## src/rtl/clkdiv_prog.sv

```systemverilog
// Multi-channel programmable clock-enable divider. Each channel divides clk_in
// by its own run-time divisor, switching divisors only at period boundaries.
module clkdiv_prog #(
    parameter int CHANNELS    = 4,
    parameter int CNT_W       = 16,
    parameter int DEFAULT_DIV = 2
) (
    input  logic                clk_in,
    input  logic                reset,
    input  logic                div_wr,
    input  logic [3:0]          div_ch,
    input  logic [CNT_W-1:0]    div_val,
    input  logic [CHANNELS-1:0] en,
    input  logic                sync,
    output logic [CHANNELS-1:0] clk_out,
    output logic [CHANNELS-1:0] tick,
    output logic [CHANNELS-1:0] running
);

    localparam logic [CNT_W-1:0] DEF_DIV = CNT_W'(DEFAULT_DIV);
    localparam logic [CNT_W-1:0] MIN_DIV = CNT_W'(2);

    typedef enum logic {
        ST_IDLE = 1'b0,
        ST_RUN  = 1'b1
    } state_t;

    // Divisors below 2 cannot produce a high and a low phase.
    function automatic logic [CNT_W-1:0] clamp_div(input logic [CNT_W-1:0] v);
        return (v < MIN_DIV) ? MIN_DIV : v;
    endfunction

    for (genvar c = 0; c < CHANNELS; c++) begin : g_ch
        state_t           st, st_nxt;
        logic [CNT_W-1:0] pend_div, pend_nxt;
        logic [CNT_W-1:0] act_div, act_nxt;
        logic [CNT_W-1:0] cnt, cnt_nxt;
        logic [CNT_W-1:0] cnt_inc;
        logic [CNT_W-1:0] hi;
        logic             out_q, out_nxt;
        logic             tick_q, tick_nxt;
        logic             wr_hit;
        logic             boundary;

        // div_ch values >= CHANNELS match no generated channel and are dropped.
        assign wr_hit   = div_wr && (div_ch == 4'(c));
        assign boundary = (cnt == act_div - CNT_W'(1));
        assign cnt_inc  = cnt + CNT_W'(1);
        assign hi       = act_div >> 1;

        always_comb begin
            st_nxt   = st;
            pend_nxt = wr_hit ? clamp_div(div_val) : pend_div;
            act_nxt  = act_div;
            cnt_nxt  = cnt;
            out_nxt  = 1'b0;
            tick_nxt = 1'b0;

            if (sync) begin
                // Phase-align restart overrides boundary and enable handling.
                cnt_nxt = '0;
                if (en[c]) begin
                    st_nxt   = ST_RUN;
                    act_nxt  = pend_div;
                    out_nxt  = 1'b1;
                    tick_nxt = 1'b1;
                end else begin
                    st_nxt = ST_IDLE;
                end
            end else begin
                case (st)
                    ST_IDLE: begin
                        cnt_nxt = '0;
                        if (en[c]) begin
                            st_nxt   = ST_RUN;
                            act_nxt  = pend_div;
                            out_nxt  = 1'b1;
                            tick_nxt = 1'b1;
                        end
                    end
                    ST_RUN: begin
                        if (boundary) begin
                            cnt_nxt = '0;
                            if (en[c]) begin
                                act_nxt  = pend_div;
                                out_nxt  = 1'b1;
                                tick_nxt = 1'b1;
                            end else begin
                                st_nxt = ST_IDLE;
                            end
                        end else begin
                            // Not at boundary, so cnt_inc <= act_div-1 and cannot wrap.
                            cnt_nxt = cnt_inc;
                            out_nxt = (cnt_inc < hi);
                        end
                    end
                    default: begin
                        st_nxt  = ST_IDLE;
                        cnt_nxt = '0;
                    end
                endcase
            end
        end

        always_ff @(posedge clk_in or posedge reset) begin
            if (reset) begin
                st       <= ST_IDLE;
                pend_div <= DEF_DIV;
                act_div  <= DEF_DIV;
                cnt      <= '0;
                out_q    <= 1'b0;
                tick_q   <= 1'b0;
            end else begin
                st       <= st_nxt;
                pend_div <= pend_nxt;
                act_div  <= act_nxt;
                cnt      <= cnt_nxt;
                out_q    <= out_nxt;
                tick_q   <= tick_nxt;
            end
        end

        assign clk_out[c] = out_q;
        assign tick[c]    = tick_q;
        assign running[c] = (st == ST_RUN);
    end

endmodule
```

## config.mk

```make
export PLATFORM = sky130hd
export DESIGN_NAME = clkdiv_prog
export DESIGN_NICKNAME = d
export VERILOG_FILES = /design/src/rtl/clkdiv_prog.sv
export SDC_FILE = /design/constraint.sdc
export NUM_CORES = 1
export LEC_CHECK = 0
export ABC_AREA = 0
export CAP_MARGIN = 20
export CORE_MARGIN = 3
export CORE_UTILIZATION = 40
export DETAILED_ROUTE_END_ITERATION = 6
export DONT_BUFFER_PORTS = 1
export SYNTH_ARGS = -nofsm -noshare
export SYNTH_HDL_FRONTEND = slang
export SYNTH_SLANG_ARGS = --single-unit
export TNS_END_PERCENT = 1
```

## constraint.sdc

```tcl
create_clock -name clk_in -period 6.4 [get_ports clk_in]
set_input_delay 0.96 -clock clk_in [delete_from_list [all_inputs] [get_ports clk_in]]
set_output_delay 0.96 -clock clk_in [all_outputs]
set_load 0.01 [all_outputs]
```

Word level (Yosys, flattened, before mapping) --
Index checks and enable logic that the tools add are counted.
Cells by class: add/sub/neg operators 8, $lt $le $gt $ge 5, eq/ne operators 11, muxes and demuxes 69, bitwise operators 4, reductions and logical operators 5
Operators by type and width (number):
- $mux W16 | 21
- $pmux W16 S2 | 8
- $add A16 B1 Y16 const B | 4
- $eq A16 B16 Y1 | 4
- $lt A16 B15 Y1 | 4
- $sub A16 B1 Y16 const B | 4
- $mux W1 | 28
- $pmux W1 S2 | 12
- $lt A16 B2 Y1 const B | 1
- $ne A3 B2 Y1 const B | 4
- $eq A4 B2 Y1 const B | 2
- $eq A4 B1 Y1 const B | 1
- $logic_and A1 B1 Y1 | 4
- $logic_not A4 Y1 | 1
- $not A1 Y1 | 4
Storage, ports and cells: flip-flop bits (word level) 204, bits of input ports 28, output and inout port bits 12, word-level logic and storage cells 126

Logic depth before layout (Yosys ltp) --
Gate-level depths: netlist (run 1).
depth after elaboration 5, mapped depth 14, mapped depth without buffers 14

Worst setup path after synthesis (run 1) --
Ideal clock, no wire load.
path type register -> register, start register g_ch[3].act_div[0], end register g_ch[3].out_q, setup time 125 ps, arrival 3218 ps, required time 6275 ps, path slack 3057 ps, cell stages (with the launch flop) 11, path buffers 1, period minus slack after synthesis 3343 ps, cells stage by stage dfrtp_1 > inv_1 > ha_1 > buf_2 > or4b_2 > nor3_1 > nand2_1 > xnor2_1 > nor4_1 > a21o_1 > mux2_2
On the way: cells in the longest elaborated chain, start to end 5
Ends and longest elaborated chain:
- from (decl) | line 36 | logic [CNT_W-1:0] act_div, act_nxt;
- from (signal assigned) | line 116 | act_div <= act_nxt;
- $sub A16 B1 Y16 | line 47 | assign boundary = (cnt == act_div - CNT_W'(1));
- $eq A16 B16 Y1 | line 47
- $mux W1 | line 82 | if (boundary) begin
- $pmux W1 S2 | line 71 | case (st)
- $mux W1 | line 59 | if (sync) begin
- via g_ch[3].out_nxt | line 40 | logic out_q, out_nxt;
- to (signal assigned) | line 118 | out_q <= out_nxt;
- to (decl) | line 40
The timed path passes the listed nets, and every way through them passes these cells. A chain may end at the register's enable or synchronous reset.

Worst setup path in the final report (run 1) --
start register g_ch[0].act_div[0], end register g_ch[0].out_q
On the way: cells in the longest elaborated chain, start to end 5
Ends and longest elaborated chain (line):
- from (decl) | 36
- from (signal assigned) | 116
- $sub A16 B1 Y16 | 47
- $eq A16 B16 Y1 | 47
- $mux W1 | 82
- $pmux W1 S2 | 71
- $mux W1 | 59
- via g_ch[0].out_nxt | 40
- to (signal assigned) | 118
- to (decl) | 40
The timed path passes the listed nets, and every way through them passes these cells.

==> impl_results.rst, run 1 <==
.. list-table::
   :header-rows: 1

   * - Metric
     - Value
   * - Run status
     - finished clean
   * - Count of buffering cells on the critical path with inverters included
     - 2
   * - Die footprint
     - 33800 um2
   * - CTS tree
     - yes
   * - CTS sink count
     - ~200
   * - First-pass GRT wire length
     - 49.7 mm
   * - Clk buf depth
     - 3
   * - Register bit count reported by yosys
     - roughly 200
   * - Vias after detailed routing
     - 9164
   * - Floorplan Core Area
     - 30800 um2
   * - Number of instances resized during post-cts repair
     - 0
   * - Post-layout min period
     - 4130 ps
   * - Final Slew Violations
     - 0
   * - Classification of the worst setup path
     - register to register
   * - Number of enable flip-flop cells after synthesis
     - 0
   * - Largest area contributor in the synthesized netlist
     - sky130_fd_sc_hd__dfrtp_1
   * - Maximum cell stage delay along the critical path
     - ~800 ps
   * - Final weighted congestion of routability-driven global placement
     - 0.853
   * - Number of instances in the synthesized netlist
     - 1256
   * - Share of the synthesized netlist area taken by xor and xnor gates
     - 9.08%
   * - Root Buffer
     - sky130_fd_sc_hd__clkbuf_16
   * - Kind of capture point of the worst setup path
     - register
   * - Setup Fix Bufs, Post-CTS
     - 0
   * - Final Cell Area
     - approximately 14000 um2
   * - Synth top area share
     - between 30% and 40%
   * - Diode count
     - 0
   * - Post-Synth Simple-Gate Area
     - 18.6%
   * - Number of placement rows
     - 64
   * - Total number of nets in the final design
     - between 1000 and 1500
   * - Fraction of final layout cells sized beyond drive strength 1
     - 14.7%
   * - Critical Path AT
     - ~4500 ps
   * - RSZ-0062 raised after global routing
     - no
   * - Cell area after technology mapping
     - 12600 um2
   * - Post-detailed-placement cell area
     - 12900 um2
   * - Type of the tightest min-delay check
     - input pin to async pin
   * - Worst reg-to-reg path cell count
     - 10
   * - Detailed-route vias per instance
     - 5.59
   * - Worst EP required
     - 6810 ps
   * - Area growth from synthesis to layout
     - 8.06%
   * - Count of max-cap constraint violations
     - 0
   * - Number of nets still failing antenna checks after routing
     - 0
   * - Maximum fanout encountered on the critical timing path
     - 17
   * - Number of buffers created by CTS
     - 24
   * - DPL Wire Length
     - 21.3 mm
   * - Number of global-route vias before repair
     - 9252
   * - Routed wirelength normalized by instance count
     - 18.1 um
   * - Share of synthesized flip-flops with an asynchronous set or reset
     - 100%
   * - Proportion of synthesized chip area in sequential cells
     - 40.5%
   * - Register-to-register setup slack
     - 2270 ps
   * - Compound-cell area share of the yosys netlist
     - about an eighth
   * - Initial antenna violation count
     - 1
   * - Power density over cell area
     - 309 nW/um2
   * - Smallest setup slack after layout
     - 2270 ps
   * - Detailed-route wire length
     - 29.6 mm
   * - Die width
     - approximately 180 um
   * - Total GRT Usage
     - between 10% and 20%
   * - Yosys synthesis warning count
     - 0
   * - Top Family by Delay on Critical Path
     - compound AO/OA/AOI/OAI gates
   * - Mean instance size in the synthesized netlist
     - 10.1 um2
   * - Maximum number of pins on one net before global-route repair
     - 77
   * - Clock latency at the later pin of the worst-skew pair
     - 530 ps
   * - Die Ht
     - 184 um
   * - Share of synthesized area spent on multiplexers
     - between 8 and 9%
   * - Main combinational cell family by area after synthesis
     - simple AND/OR/NAND/NOR gates
   * - Count of cell types in the netlist
     - 76
   * - Critical path, cell by cell
     - inv_1 -> ha_1 -> or4b_2 -> nor3_1 -> nor2_1 -> a311o_1 -> o22ai_2 -> o31a_1 -> buf_4 -> mux2_1
   * - Crit path launch type
     - register
   * - Total number of cells along the worst setup path
     - 10
   * - Final number of hold-violating endpoints
     - 0
   * - Leakage power of the design
     - 5.90 nW
   * - Worst ir drop on vdd
     - ~0.00018 V
   * - H-tree depth
     - 1
   * - Detailed Route Iter0 Violations
     - just over 500
   * - DRC violation count after routing
     - 0
   * - Setup-violating endpoint count in the final report
     - 0
   * - Tcrit/Tclk final
     - about 65%
   * - PortBufs
     - 0
   * - I/O pin cnt
     - 40
   * - Most used DFF post-synth
     - sky130_fd_sc_hd__dfrtp_1
   * - Hold-fix buffers at CTS
     - 0
   * - Post-Synthesis Net Count
     - 1348
   * - Setup_tns
     - 0 ps
   * - Clock edge transition at the registers on the reported setup and hold paths
     - 60 ps
   * - Leading cell types by total area after synthesis
     - sky130_fd_sc_hd__dfrtp_1 (39%), sky130_fd_sc_hd__mux2_2 (8.3%), sky130_fd_sc_hd__ha_1 (6.3%), sky130_fd_sc_hd__xnor2_1 (5.6%), sky130_fd_sc_hd__xor2_1 (3.5%)
   * - Upper clock frequency limit
     - 242 MHz
   * - Initial standard-cell utilization of the core
     - 41.0%
   * - Master of the slowest instance on the critical path
     - sky130_fd_sc_hd__o31a_1
   * - Synthesized-area fraction occupied by adder cells
     - 6.33%
   * - Worst slew margin relative to its limit
     - roughly 30%
   * - Clock Skew
     - 8.73 ps
   * - TritonRoute pass-1 iters
     - 5
   * - Placement Setup Slack
     - around 2300 ps
   * - Sum of overflow across all layers after global routing
     - 0
   * - Tightest Pin Transition
     - 1040 ps
==> routing by layer <==
layer / global-route usage, % / vias to the layer above / wire [um]
met2: 30.0 / 147 / 14100
met5: 0 / - / 0
li1: - / 4404 / -
met4: 4.87 / 0 / 823
met3: 2.24 / 55 / 943
met1: 24.8 / 4558 / 13800
==> synth_stat cells, types with 8 or more instances <==
master / instances
sky130_fd_sc_hd__a21o_1: 12
sky130_fd_sc_hd__a21oi_1: 25
sky130_fd_sc_hd__a2bb2oi_1: 16
sky130_fd_sc_hd__and2_1: 39
sky130_fd_sc_hd__and3_1: 14
sky130_fd_sc_hd__buf_4: 12
sky130_fd_sc_hd__clkbuf_1: 43
sky130_fd_sc_hd__dfrtp_1: 196
sky130_fd_sc_hd__dfstp_2: 8
sky130_fd_sc_hd__ha_1: 64
sky130_fd_sc_hd__inv_1: 79
sky130_fd_sc_hd__mux2_2: 93
sky130_fd_sc_hd__nand2_1: 71
sky130_fd_sc_hd__nand2b_1: 28
sky130_fd_sc_hd__nand3_1: 54
sky130_fd_sc_hd__nand4_1: 28
sky130_fd_sc_hd__nor2_1: 52
sky130_fd_sc_hd__nor2b_1: 45
sky130_fd_sc_hd__nor3_1: 37
sky130_fd_sc_hd__nor4_1: 17
sky130_fd_sc_hd__o21a_1: 9
sky130_fd_sc_hd__o21ai_0: 30
sky130_fd_sc_hd__o221ai_2: 15
sky130_fd_sc_hd__o311ai_0: 18
sky130_fd_sc_hd__xnor2_1: 81
sky130_fd_sc_hd__xor2_1: 50
==> layout make-up <==
class | count | area, um2
fillers | 2902 | 17200
clock buffers | 37 | 701
clock inverters | 6 | 63.8
flip-flops and latches | 204 | 5110
inverters | 79 | 300
multi-input cells | 906 | 6900
repair buffers | 10 | 82.6
well taps | 396 | 495
==> layout by cell type, fill, tap and decap left out, types with 4 or more instances in the layout <==
| master | instances |
|---|---|
| sky130_fd_sc_hd__a211o_1 | 4 |
| sky130_fd_sc_hd__a211oi_1 | 5 |
| sky130_fd_sc_hd__a21boi_0 | 6 |
| sky130_fd_sc_hd__a21o_1 | 12 |
| sky130_fd_sc_hd__a21oi_1 | 25 |
| sky130_fd_sc_hd__a2bb2oi_1 | 16 |
| sky130_fd_sc_hd__a31oi_1 | 5 |
| sky130_fd_sc_hd__a41oi_1 | 4 |
| sky130_fd_sc_hd__and2_1 | 39 |
| sky130_fd_sc_hd__and3_1 | 14 |
| sky130_fd_sc_hd__and4_1 | 5 |
| sky130_fd_sc_hd__buf_4 | 9 |
| sky130_fd_sc_hd__clkbuf_1 | 9 |
| sky130_fd_sc_hd__clkbuf_16 | 25 |
| sky130_fd_sc_hd__dfrtp_1 | 196 |
| sky130_fd_sc_hd__dfstp_2 | 8 |
| sky130_fd_sc_hd__ha_1 | 64 |
| sky130_fd_sc_hd__inv_1 | 78 |
| sky130_fd_sc_hd__mux2_2 | 93 |
| sky130_fd_sc_hd__nand2_1 | 71 |
| sky130_fd_sc_hd__nand2b_1 | 28 |
| sky130_fd_sc_hd__nand3_1 | 54 |
| sky130_fd_sc_hd__nand4_1 | 28 |
| sky130_fd_sc_hd__nor2_1 | 52 |
| sky130_fd_sc_hd__nor2b_1 | 45 |
| sky130_fd_sc_hd__nor3_1 | 36 |
| sky130_fd_sc_hd__nor4_1 | 16 |
| sky130_fd_sc_hd__nor4b_1 | 5 |
| sky130_fd_sc_hd__o211ai_1 | 4 |
| sky130_fd_sc_hd__o21a_1 | 9 |
| sky130_fd_sc_hd__o21ai_0 | 30 |
| sky130_fd_sc_hd__o221ai_2 | 15 |
| sky130_fd_sc_hd__o311ai_0 | 18 |
| sky130_fd_sc_hd__o32ai_1 | 4 |
| sky130_fd_sc_hd__or2_2 | 4 |
| sky130_fd_sc_hd__or3_1 | 4 |
| sky130_fd_sc_hd__or4_1 | 6 |
| sky130_fd_sc_hd__or4b_2 | 4 |
| sky130_fd_sc_hd__xnor2_1 | 81 |
| sky130_fd_sc_hd__xor2_1 | 50 |
==> flip-flops by register name, summed over array words and instances (netlist names) <==
register / flops
g_ch.cnt: 64
g_ch.tick_q: 4
g_ch.out_q: 4
g_ch.st: 4
g_ch.act_div: 64
g_ch.pend_div: 64
==> cell families (layout without fill, tap and decap cells) <==
family | Yosys count | in the layout
XOR/XNOR | 131 | 131
multiplexers | 96 | 96
flip-flops | 204 | 204
AND/OR/NAND/NOR | 427 | 427
AO/OA/AOI/OAI | 188 | 188
adder cells (fa/ha/maj) | 64 | 64
buffers and inverters | 146 | 132
==> per-stage QoR <==
stage / util, % / cells / hold WS [ps] / power, mW
CTS: 44.3 / 1637 / 177 / 4.27
global placement: 41.8 / 1594 / 470 / 2.88
finish: 44.3 / 1638 / 201 / 4.23
global route: 44.3 / 1638 / 190 / 4.51
floorplan: - / 1256 / 457 / 2.66
detailed placement: 41.8 / 1594 / 478 / 2.91
==> worst paths after layout <==
check | end | start
worst max-delay path | g_ch[0].out_q$_DFF_PP0_ | g_ch[0].act_div[0]$_DFFE_PP0P_
worst min-delay path | g_ch[0].cnt[13]$_DFF_PP0_ | reset
worst max register to register | g_ch[0].out_q$_DFF_PP0_ | g_ch[0].act_div[0]$_DFFE_PP0P_
worst min register to register | g_ch[3].pend_div[1]$_DFFE_PP1P_ | g_ch[3].pend_div[1]$_DFFE_PP1P_
max in group asynchronous | g_ch[3].act_div[7]$_DFFE_PP0P_ | reset
min in group clk_in | g_ch[3].pend_div[1]$_DFFE_PP1P_ | g_ch[3].pend_div[1]$_DFFE_PP1P_
==> worst reg2reg max path: cells and delay by family (launching register included) <==
| kind | cells | cell delay, ps |
|---|---|---|
| simple gates | 3 | 1150 |
| compound gates | 3 | 1370 |
| buf+inv | 2 | 480 |
| mux | 1 | 350 |
| fa+ha+maj | 1 | 230 |
| flops | 1 | 450 |
==> report_power, final <==
group	switching (mW)	internal [mW]
Combinational	0.573	0.530
Sequential	0.269	1.52
Clock	0.542	0.792
Total	1.38	2.84
Power figures use the tool's default switching activity.
==> run 2, diff against run 1 <==
==> constraint.sdc (replaced) <==
create_clock -name clk_in -period 3.3 [get_ports clk_in]
set_input_delay 0.495 -clock clk_in [delete_from_list [all_inputs] [get_ports clk_in]]
set_output_delay 0.495 -clock clk_in [all_outputs]
set_load 0.01 [all_outputs]
==> run 2 against run 1 <==
Compared with the run above: cell count up 2.0%; largest power group unchanged; critical endpoint is now g_ch[2].act_div[15]$_DFFE_PP0P_; flip-flop and latch count is the same; clock-buffer cell count fell by 12; worst setup slack lost 2100 ps; die area is the same; via count is essentially flat; design area grew 3.2%; largest cell class unchanged; power grew 100%; highest routed layer unchanged.
==> impl_results.rst, run 2 (synthesis gave the netlist of run 1 again) <==
.. list-table::
   :header-rows: 1

   * - Metric
     - Value
   * - Detailed Route Iter0 Violations
     - 525 (+2.7%)
   * - I/O pin cnt
     - 40 (unchanged)
   * - Smallest hold slack
     - 77.1 ps (-124 ps)
   * - Post-layout min period
     - 3150 ps (-984 ps)
   * - Crit path launch type
     - register
   * - Critical Path AT
     - 3560 ps (-980 ps)
   * - Setup Fix Bufs, Post-CTS
     - 0 (unchanged)
   * - Type of the tightest min-delay check
     - input pin to register
   * - Sequential power share
     - 40.1% (-2.2 points)
   * - Top Family by Delay on Critical Path
     - simple AND/OR/NAND/NOR gates
   * - CTS sink count
     - 204 (unchanged)
   * - Diode count
     - 0 (unchanged)
   * - Power density over cell area
     - 609 nW/um2 (+97%)
   * - Upper clock frequency limit
     - 318 MHz (+31%)
   * - Area of the multi-input gates
     - 6970 um2 (+1.0%)
   * - Detailed-route vias per instance
     - 5.49 (-1.9%)
   * - Master of the slowest instance on the critical path
     - sky130_fd_sc_hd__nor4b_1
   * - Register-to-register setup slack
     - 150 ps (-2120 ps)
   * - Worst ir drop on vdd
     - 0.000361 V (+96%)
   * - Floorplan Core Area
     - 30800 um2 (unchanged)
   * - H-tree depth
     - 1 (unchanged)
   * - Classification of the worst setup path
     - register to register
   * - Sw Ratio
     - 32.7% (-0.074 points)
   * - DRC violation count after routing
     - 0 (unchanged)
   * - Inst Count DP
     - 1625 (+1.9%)
   * - Endpoint of the most critical register-to-register path
     - g_ch[2].act_div[15]$_DFFE_PP0P_
   * - Final Slew Violations
     - 0 (unchanged)
   * - Die width
     - 184 um (unchanged)
   * - Number of buffers created by CTS
     - 24 (unchanged)
   * - Count of max-cap constraint violations
     - 0 (unchanged)
   * - DPL Wire Length
     - 21.9 mm (+2.6%)
   * - Vias after detailed routing
     - 9162 (-0.022%)
   * - Sum of overflow across all layers after global routing
     - 0 (unchanged)
   * - Portion of total power attributed to combinational logic
     - 26.9% (+0.8 points)
   * - Final Instance Count excl. Fillers
     - 1670 (+2.0%)
   * - Internal power summed over all cells
     - 5.78 mW (+100%)
   * - Final number of hold-violating endpoints
     - 0 (unchanged)
   * - Detailed-route wire length
     - 29.7 mm (+0.22%)
   * - Maximum fanout encountered on the critical timing path
     - 17 (unchanged)
   * - Number of global-route vias before repair
     - 9270 (+0.19%)
   * - Die footprint
     - 33800 um2 (unchanged)
   * - Tcrit/Tclk final
     - 95.4% (+31 points)
   * - Capture endpoint of the worst hold path
     - g_ch[2].st$_DFF_PP0_
   * - Count of buffering cells on the critical path with inverters included
     - 3 (+1)
   * - Area taken by flip-flops and latches
     - 5120 um2 (about the same)
   * - Tightest Pin Transition
     - 958 ps (-86.9 ps)
   * - Most common cell after layout, fill and taps aside
     - sky130_fd_sc_hd__dfrtp_1
   * - Routed wirelength normalized by instance count
     - 17.8 um (-1.7%)
   * - Setup-violating endpoint count in the final report
     - 0 (unchanged)
   * - Worst reg-to-reg path cell count
     - 11 (+1)
   * - Fillers
     - 2835 (-2.3%)
   * - Run status
     - finished clean
   * - Clock power share
     - 33.0% (+1.4 points)
   * - Largest registers in the final layout
     - g_ch.act_div x64, g_ch.cnt x64, g_ch.pend_div x64
   * - Maximum number of pins on one net before global-route repair
     - 63 (-18%)
   * - Number of stages on the worst hold path
     - 1
   * - Setup_tns
     - 0 ps (unchanged)
   * - Leakage power of the design
     - 6.13 nW (+3.8%)
   * - Total number of nets in the final design
     - 1348 (+2.4%)
   * - Clock latency at the later pin of the worst-skew pair
     - 530 ps (about the same)
   * - Number of nets still failing antenna checks after routing
     - 0 (unchanged)
   * - Maximum cell stage delay along the critical path
     - 680 ps (-110 ps)
   * - Critical path, cell by cell
     - inv_1 -> ha_1 -> nor4b_1 -> a311oi_1 -> a311o_1 -> a22oi_1 -> nor4_1 -> buf_4 -> o21ai_2 -> buf_4 -> mux2_2
   * - Fraction of final layout cells sized beyond drive strength 1
     - 18.3% (+3.6 points)
   * - CTS tree
     - yes
   * - Initial standard-cell utilization of the core
     - 41.0% (unchanged)
   * - Number of placement rows
     - 64 (unchanged)
   * - RSZ-0062 raised after global routing
     - yes
   * - Worst EP required
     - 3720 ps (-3090 ps)
   * - Worst flop-to-flop path startpoint
     - g_ch[2].act_div[0]$_DFFE_PP0P_
   * - Worst slew margin relative to its limit
     - 36.0% (+5.8 points)
   * - Most repeated library cell on the critical path
     - sky130_fd_sc_hd__buf_4
   * - Clock Skew
     - 10.1 ps (+1.37 ps)
   * - Net load switching power
     - 2.81 mW (+100%)
   * - Root Buffer
     - sky130_fd_sc_hd__clkbuf_16
   * - PortBufs
     - 0 (unchanged)
   * - Top library cells by usage in the layout, fill and taps aside
     - sky130_fd_sc_hd__dfrtp_1 (192), sky130_fd_sc_hd__mux2_2 (93), sky130_fd_sc_hd__xnor2_1 (80)
   * - Clk buf depth
     - 3 (unchanged)
   * - Area growth from synthesis to layout
     - 11.5%
   * - TritonRoute pass-1 iters
     - 4 (-1)
   * - Power, Total
     - 8.59 mW (+100%)
   * - Initial antenna violation count
     - 0 (-1)
   * - Die Ht
     - 184 um (unchanged)
   * - Clock edge transition at the registers on the reported setup and hold paths
     - 60 ps (about the same)
   * - First-pass GRT wire length
     - 49.8 mm (+0.24%)
   * - Min-delay src
     - en[2]
   * - Total GRT Usage
     - 18.0% (+0.041 points)
   * - Final weighted congestion of routability-driven global placement
     - 0.907 (+6.2%)
   * - Kind of capture point of the worst setup path
     - register
## run 2: cell types whose count changed in the layout (fill, tap and decap cells not counted), sizes merged
cell         before  now
buf              10   40
clkinvlp          3    6
inv              78   80
clkinv            3    8
clkbuf           37   25
dlygate4sd3       0    1
bufinv            1    4
## run 2: final cells by class
type	count	area share, %
Sequential cell	204	36.3
Tap cell	396	3.51
Clock inverter	19	1.61
Clock buffer	25	4.44
Inverter	79	2.13
Timing Repair Buffer	41	2.56
Multi-Input combinational cell	906	49.4
## run 2: metal layers
metal	vias to the layer above	routed length, um	global-route usage (%)
met3	46	1080	2.69
met4	0	716	4.41
li1	4459	-	-
met1	4520	13900	25.0
met5	-	0	0
met2	137	14000	29.7
## run 2: repair_timing
action	in CTS	in global routing
pin swaps	0	1
endpoints found under the setup margin	17	36
hold buffers	1	0
endpoints found under the hold margin	11	0
gates resized for setup	1	13
## run 2: worst max-delay path by stage
stage / slack [ps] / cells after the start / end / from
floorplan: -40 / 10 / g_ch[3].out_q$_DFF_PP0_ / g_ch[3].act_div[0]$_DFFE_PP0P_
global placement: -20 / 9 / g_ch[1].act_div[6]$_DFFE_PP0P_ / g_ch[1].act_div[0]$_DFFE_PP0P_
detailed placement: -80 / 9 / g_ch[1].act_div[8]$_DFFE_PP0P_ / g_ch[1].act_div[0]$_DFFE_PP0P_
CTS: 40 / 9 / g_ch[1].act_div[8]$_DFFE_PP0P_ / g_ch[1].act_div[1]$_DFFE_PP1P_
global route: -7 / 13 / g_ch[2].out_q$_DFF_PP0_ / g_ch[2].cnt[1]$_DFF_PP0_
finish: 150 / 11 / g_ch[2].act_div[15]$_DFFE_PP0P_ / g_ch[2].act_div[0]$_DFFE_PP0P_
## run 2: power groups by stage
stage	Clock (mW)	Sequential, mW	Combinational, mW
detailed placement	0	3.49	2.28
CTS	2.92	3.45	2.30
global route	3.02	3.52	2.60
global placement	0	3.48	2.23
finish	2.83	3.45	2.31
floorplan	0	3.27	1.89
## run 2: metrics by stage
stage                     util [%]  cell area [um2]  worst slack [ps]
after global routing          45.7            14100             -6.69
after CTS                     45.5            14000              40.8
final                         45.7            14100               151
after floorplan                  -            12600             -43.0
after global placement        42.7            13200             -16.8
after detailed placement      42.7            13200             -76.2
